### config.mk
export PLATFORM = sky130hd
export DESIGN_NAME = decode_stage
export DESIGN_NICKNAME = d
export VERILOG_FILES = /design/src/rtl/decode_stage_pkg.sv /design/src/rtl/decode_stage_regfile.sv /design/src/rtl/decode_stage.sv
export SDC_FILE = /design/constraint.sdc
export NUM_CORES = 1
export LEC_CHECK = 0
export ABC_AREA = 1
export CORE_MARGIN = 10
export CORE_UTILIZATION = 35
export DETAILED_ROUTE_END_ITERATION = 6
export SYNTH_ARGS = -nofsm -noshare
export SYNTH_HDL_FRONTEND = slang
export SYNTH_SLANG_ARGS = --single-unit
### constraint.sdc
create_clock -name clk -period 2 [get_ports clk]
set_clock_uncertainty 0.05 [all_clocks]
set_input_delay 0.3 -clock clk [delete_from_list [all_inputs] [get_ports clk]]
set_output_delay 0.3 -clock clk [all_outputs]
set_load 0.01 [all_outputs]
### src/rtl/decode_stage_pkg.sv
// Shared definitions for the decode stage: ALU opcodes, instruction field layout,
// register file geometry and the opcode legality check.
package decode_stage_pkg;

    localparam int NUM_REGS   = 8;
    localparam int REG_W      = 8;
    localparam int REG_ADDR_W = 3;
    localparam int INSTR_W    = 16;
    localparam int CTRL_W     = 4;

    localparam int I_FLAG_BIT = 15;
    localparam int CTRL_MSB   = 14;
    localparam int CTRL_LSB   = 11;
    localparam int RD_MSB     = 10;
    localparam int RD_LSB     = 8;
    localparam int RS1_MSB    = 7;
    localparam int RS1_LSB    = 5;
    localparam int RS2_MSB    = 4;
    localparam int RS2_LSB    = 2;
    localparam int IMM_MSB    = 7;
    localparam int IMM_LSB    = 0;

    typedef enum logic [CTRL_W-1:0] {
        ALU_ADD  = 4'b0000,
        ALU_SLL  = 4'b0001,
        ALU_SLT  = 4'b0010,
        ALU_SLTU = 4'b0011,
        ALU_XOR  = 4'b0100,
        ALU_SRL  = 4'b0101,
        ALU_OR   = 4'b0110,
        ALU_AND  = 4'b0111,
        ALU_SUB  = 4'b1000,
        ALU_SRA  = 4'b1101
    } alu_ctrl_e;

    function automatic logic is_legal_ctrl(input logic [CTRL_W-1:0] code);
        case (code)
            ALU_ADD, ALU_SLL, ALU_SLT, ALU_SLTU, ALU_XOR,
            ALU_SRL, ALU_OR, ALU_AND, ALU_SUB, ALU_SRA: return 1'b1;
            default:                                    return 1'b0;
        endcase
    endfunction

endpackage

### src/rtl/decode_stage_regfile.sv
// 8-entry register file: two asynchronous read ports with same-cycle writeback
// bypass, one write port, r0 hardwired to zero.
module regfile8x8
    import decode_stage_pkg::*;
#(
    parameter int DATA_W = REG_W
) (
    input  logic                  clk,
    input  logic                  rst_n,
    input  logic [REG_ADDR_W-1:0] ra1,
    input  logic [REG_ADDR_W-1:0] ra2,
    output logic [DATA_W-1:0]     rd1,
    output logic [DATA_W-1:0]     rd2,
    input  logic                  we,
    input  logic [REG_ADDR_W-1:0] wa,
    input  logic [DATA_W-1:0]     wd
);

    logic [DATA_W-1:0] mem [NUM_REGS];

    always_ff @(posedge clk or negedge rst_n) begin
        if (!rst_n) begin
            for (int i = 0; i < NUM_REGS; i++) begin
                mem[i] <= '0;
            end
        end else if (we && wa != '0) begin
            mem[wa] <= wd;
        end
    end

    function automatic logic [DATA_W-1:0] read_port(
        input logic [REG_ADDR_W-1:0] ra,
        input logic                  wen,
        input logic [REG_ADDR_W-1:0] waddr,
        input logic [DATA_W-1:0]     wdata,
        input logic [DATA_W-1:0]     stored
    );
        if (ra == '0) begin
            return '0;
        end else if (wen && waddr == ra) begin
            return wdata;
        end else begin
            return stored;
        end
    endfunction

    assign rd1 = read_port(ra1, we, wa, wd, mem[ra1]);
    assign rd2 = read_port(ra2, we, wa, wd, mem[ra2]);

endmodule

### src/rtl/decode_stage.sv
// Decode stage: splits the instruction word, reads operands, tracks pending
// destinations on a per-register scoreboard and issues one operation per cycle.
module decode_stage
    import decode_stage_pkg::*;
(
    input  logic                  clk,
    input  logic                  rst_n,
    input  logic [INSTR_W-1:0]    in_instr,
    input  logic                  in_valid,
    output logic                  in_ready,
    input  logic                  wb_en,
    input  logic [REG_ADDR_W-1:0] wb_addr,
    input  logic [REG_W-1:0]      wb_data,
    output logic [REG_W-1:0]      out_d1,
    output logic [REG_W-1:0]      out_d2,
    output logic [CTRL_W-1:0]     out_control,
    output logic [REG_ADDR_W-1:0] out_rd,
    output logic                  out_valid,
    input  logic                  out_ready,
    output logic                  illegal
);

    logic                  i_flag;
    logic [CTRL_W-1:0]     ctrl;
    logic [REG_ADDR_W-1:0] rd;
    logic [REG_ADDR_W-1:0] rs1;
    logic [REG_ADDR_W-1:0] rs2;
    logic [REG_W-1:0]      imm;
    logic [REG_W-1:0]      rdata1;
    logic [REG_W-1:0]      rdata2;
    logic [REG_W-1:0]      opnd2;
    logic                  legal;
    logic                  hazard;
    logic                  accept;
    logic [NUM_REGS-1:0]   pend_nxt;

    logic [NUM_REGS-1:0]   pend_p1;
    logic                  vld_p1;
    logic                  ill_p1;
    logic [REG_W-1:0]      d1_p1;
    logic [REG_W-1:0]      d2_p1;
    logic [CTRL_W-1:0]     ctrl_p1;
    logic [REG_ADDR_W-1:0] rd_p1;

    // I-type reuses rd as its only source and carries the raw immediate in d2
    assign i_flag = in_instr[I_FLAG_BIT];
    assign ctrl   = in_instr[CTRL_MSB:CTRL_LSB];
    assign rd     = in_instr[RD_MSB:RD_LSB];
    assign rs1    = i_flag ? rd : in_instr[RS1_MSB:RS1_LSB];
    assign rs2    = in_instr[RS2_MSB:RS2_LSB];
    assign imm    = in_instr[IMM_MSB:IMM_LSB];
    assign legal  = is_legal_ctrl(ctrl);
    assign opnd2  = i_flag ? imm : rdata2;

    regfile8x8 #(
        .DATA_W (REG_W)
    ) u_regfile (
        .clk   (clk),
        .rst_n (rst_n),
        .ra1   (rs1),
        .ra2   (rs2),
        .rd1   (rdata1),
        .rd2   (rdata2),
        .we    (wb_en),
        .wa    (wb_addr),
        .wd    (wb_data)
    );

    // A source is free again in the very cycle its writeback arrives (bypass)
    function automatic logic src_busy(
        input logic [NUM_REGS-1:0]   pend,
        input logic [REG_ADDR_W-1:0] src,
        input logic                  wen,
        input logic [REG_ADDR_W-1:0] waddr
    );
        return pend[src] && !(wen && waddr == src);
    endfunction

    assign hazard   = src_busy(pend_p1, rs1, wb_en, wb_addr) ||
                      (!i_flag && src_busy(pend_p1, rs2, wb_en, wb_addr));
    assign in_ready = (!vld_p1 || out_ready) && !hazard;
    assign accept   = in_valid && in_ready;

    // Clear first, then set, so a new claim on a register wins over its writeback
    always_comb begin
        pend_nxt = pend_p1;
        if (wb_en) begin
            pend_nxt[wb_addr] = 1'b0;
        end
        if (accept && legal && rd != '0) begin
            pend_nxt[rd] = 1'b1;
        end
        pend_nxt[0] = 1'b0;
    end

    // ---- stage p1: issued operation register ----
    always_ff @(posedge clk or negedge rst_n) begin
        if (!rst_n) begin
            pend_p1 <= '0;
            vld_p1  <= 1'b0;
            ill_p1  <= 1'b0;
            d1_p1   <= '0;
            d2_p1   <= '0;
            ctrl_p1 <= '0;
            rd_p1   <= '0;
        end else begin
            pend_p1 <= pend_nxt;
            ill_p1  <= accept && !legal;
            if (accept && legal) begin
                vld_p1  <= 1'b1;
                d1_p1   <= rdata1;
                d2_p1   <= opnd2;
                ctrl_p1 <= ctrl;
                rd_p1   <= rd;
            end else if (out_ready) begin
                vld_p1  <= 1'b0;
            end
        end
    end

    assign out_valid   = vld_p1;
    assign illegal     = ill_p1;
    assign out_d1      = d1_p1;
    assign out_d2      = d2_p1;
    assign out_control = ctrl_p1;
    assign out_rd      = rd_p1;

endmodule
==> metrics.md <==
| Metric | Value |
|---|---|
| Internal power | 4420 uW |
| Leading area contributor after synthesis | dfrtp_1 |
| Initial core utilization | 36.1% |
| Total congestion overflow | 0 |
| Post-place setup slack | -0.572 ns |
| CP Cell Sequence | clkdlybuf4s50_1 -> inv_2 -> o21ai_2 -> buf_4 -> inv_2 -> nand2_1 -> nand3_2 -> and2_4 -> buf_4 |
| Tcrit/Tclk final | 96.0% |
| Synthesized Nets | 767 |
| CTS tree | built |
| HP Start | in_instr[10] |
| Layout filler cell count | about 1500 |
| Tightest Pin Transition | approximately 0.43 ns |
| Vias | 5262 |
| Status | completed |
| Reg power frac | 40.9% |
| Unrepaired setup endpoints after global routing | true |
| Ys async rst share | 100% |
| Max-cap viol count | 0 |
| Via/cell ratio | between 5 and 6 |
| Post-synthesis sequential area ratio | between 40% and 50% |
| Sinks on the clock net | 96 |
| Setup TNS | 0 ns |
| Post-DP Area | around 0.0065 mm2 |
| Clock slew at reported path FFs | approximately 0.070 ns |
| Area Growth Syn to Fin | 31.1% |
| Final Critical Period | around 1.9 ns |
| First-pass GRT wire length | 27900 um |
| Design Area, Final | 0.00692 mm2 |
| Worst Path Max Fanout | 3 |
| Ports | between 50 and 60 |
| FF-to-FF setup slack | roughly 0.23 ns |
| Die Span Y | 143 um |
| CP startpoint | in_instr[7] |
| Post-synth EDFFs | 0 |
| Slew Viols, Final | 0 |
| Crit Path Class | in -> out |
| CTS max path bufs | 2 |
| Rel. slew slack | between 70% and 80% |
| Worst Hold Class | in -> reg |
| Hold WS | approximately 0.23 ns |
| Psw | about 2000 uW |
| Clock root buffer | clkbuf_16 |
| Final net count | 873 |
| Synth Flop Type | dfrtp_1 |
| Share of post-route cells with drive strength above 1 | ~15% |
| CP endpoint kind | primary output |
| Clock power share | 31.4% |
| Avg Inst Size Synth | a little over 7 um2 |
| Leak | approximately 0.0034 uW |
| Worst skew pair latency | 0.36 ns |
| Hold Vio Cnt, Final | 0 |
| Worst path slowest cell | clkdlybuf4s50_1 |
| Cells after Synth | 735 |
| TritonCTS Buffers | 9 |
| # rows | 44 |
| Req. time, crit path | 1.65 ns |
| Count leader, synth | nand2_1 |
| Top-area cell type share of the netlist area | between 40% and 50% |
| Drt initial violations | 554 |
| Core ar. | ~0.015 mm2 |
| Final ANT Viol Nets | 0 |
| Power Density | around 900 mW/mm2 |
| Synth Cell Area | roughly 0.0053 mm2 |
| Port Buf Inserts | 57 |
| Total Routed Length | 17100 um |
| Sw frac | a little under a third |
| Final setup margin | about 0.08 ns |
| Combinational power share | between 20 and 30% |
| Fmax | around 520 MHz |
| Synth top area cells | dfrtp_1 45%, nand2_1 20%, nand3_1 10% |
| List of most frequent post-synthesis cells | 282 x nand2_1, 105 x nand3_1, 96 x dfrtp_1, 79 x o21ai_0, 31 x inv_1 |
| Pin count of the biggest net entering global routing | 39 |
| Final number of setup-violating endpoints | 0 |
| Worst R2R Start | pend_p1[4]$_DFF_PN0_ |
| DR DRC count | 0 |
| WP data arrival | roughly 1.6 ns |
| Vias in the first global route | ~5000 |
| Initial antenna violation count | 0 |
| Depth of the CTS H-tree | 3 |
| Average wire per standard cell | 16.6 um |
| YS warnings | 0 |
| Worst path max stage delay | approximately 0.47 ns |
| Die area | ~0.020 mm2 |
| Synth Register Bits | 96 |
| Synth unique cells | 26 |
| DP HPWL | approximately 12000 um |
| TritonRoute pass-1 iters | 5 |
| Ant diodes | 0 |
| CP startpoint kind | input pin |
| GRT Overall Usage | 17.3% |
| VDD IR max | between 0.4 and 0.5 mV |
| Die W | between 100 and 150 um |
| Final GP Congestion | about 0.89 |
==> flip-flops by register name, summed over array words and instances (netlist names) <==
| register | count |
|---|---|
| u_regfile.mem | 64 |
| out_rd | 3 |
| out_valid | 1 |
| pend_p1 | 7 |
| out_control | 4 |
| out_d1 | 8 |
| illegal | 1 |
| out_d2 | 8 |
==> metrics by stage <==
stage               total power, uW  utilization, %  std cells
detailed placement             4430            44.7       1011
global placement               4410            44.7       1011
floorplan                      3530               -        735
global route                   6810            47.3       1030
CTS                            6460            47.1       1029
finish                         6420            47.3       1030
==> layer usage <==
layer	up-vias	GRT usage [%]	share of wire [%]
li1	2603	-	-
met1	2455	24.2	47
met2	181	25.8	45
met3	23	4.08	6.9
met4	0	5.32	1.5
met5	-	0	0
==> cells in the final DEF (no fill, tap or decap), types with 2 or more instances in the layout <==
cell type / Yosys / layout
dlymetal6s2s_1: 0 / 2
clkdlybuf4s50_1: 0 / 42
dlygate4sd2_1: 0 / 10
nand2_2: 5 / 4
o211ai_1: 10 / 10
buf_4: 7 / 76
nand3_2: 2 / 3
buf_12: 0 / 8
inv_1: 31 / 30
nand3_1: 105 / 104
dfrtp_1: 96 / 96
a21oi_1: 23 / 23
o21ai_0: 79 / 79
clkinv_4: 0 / 2
nor2_1: 28 / 26
bufinv_16: 0 / 3
nor2_2: 3 / 5
clkbuf_16: 0 / 9
a31oi_1: 8 / 8
nand2_1: 282 / 282
nand2_4: 3 / 4
inv_2: 7 / 8
==> worst max-delay path, delay by kind of cell <==
kind                   cells  cell delay, ns
AO/OA/AOI/OAI              1            0.14
buffers and inverters      5            0.83
AND/OR/NAND/NOR            3            0.29
==> repair_timing <==
action,CTS,global route
setup buffers,1,1
hold buffers,1,0
cloned,0,0
endpoints found under the hold margin,26,0
endpoints found under the setup margin,11,6
pin swaps,2,3
resized for setup,18,7
==> area by class of cell <==
type	instances	area, um2	share of cell area, %
clock buffer	9	225	3.25
clock inverter	7	120	1.73
inverter	38	143	2.06
multi-input combinational	555	2510	36.2
sequential	96	2400	34.7
tap	184	230	3.32
timing repair buffer	141	1290	18.7
==> final timing paths <==
check,end,cells after the start
max in group asynchronous,out_valid$_DFFE_PN0P_,3
hold / removal,out_rd[2]$_DFFE_PN0P_,3
setup reg to reg,out_d1[5]$_DFFE_PN0P_,13
setup / recovery,in_ready,9
min in group asynchronous,u_regfile.mem[13]$_DFFE_PN0P_,2
hold reg to reg,u_regfile.mem[56]$_DFFE_PN0P_,0
==> power groups by stage <==
stage                     clock network, uW  logic [uW]  registers, uW
after floorplan                           0         855           2680
after global placement                    0        1770           2640
after detailed placement                  0        1780           2650
after CTS                              2060        1780           2620
after global routing                   2140        2000           2680
final                                  2020        1780           2620
==> cells by family (layout without fill, tap and decap cells) <==
family / Yosys count / in the layout / share of synthesized area, %
AOI/OAI and AO/OA: 124 / 124 / 12.6
buffers and inverters: 84 / 195 / 7.30
DFF: 96 / 96 / 45.5
and+or+nand+nor: 431 / 431 / 34.7
Power figures use the tool's default switching activity.
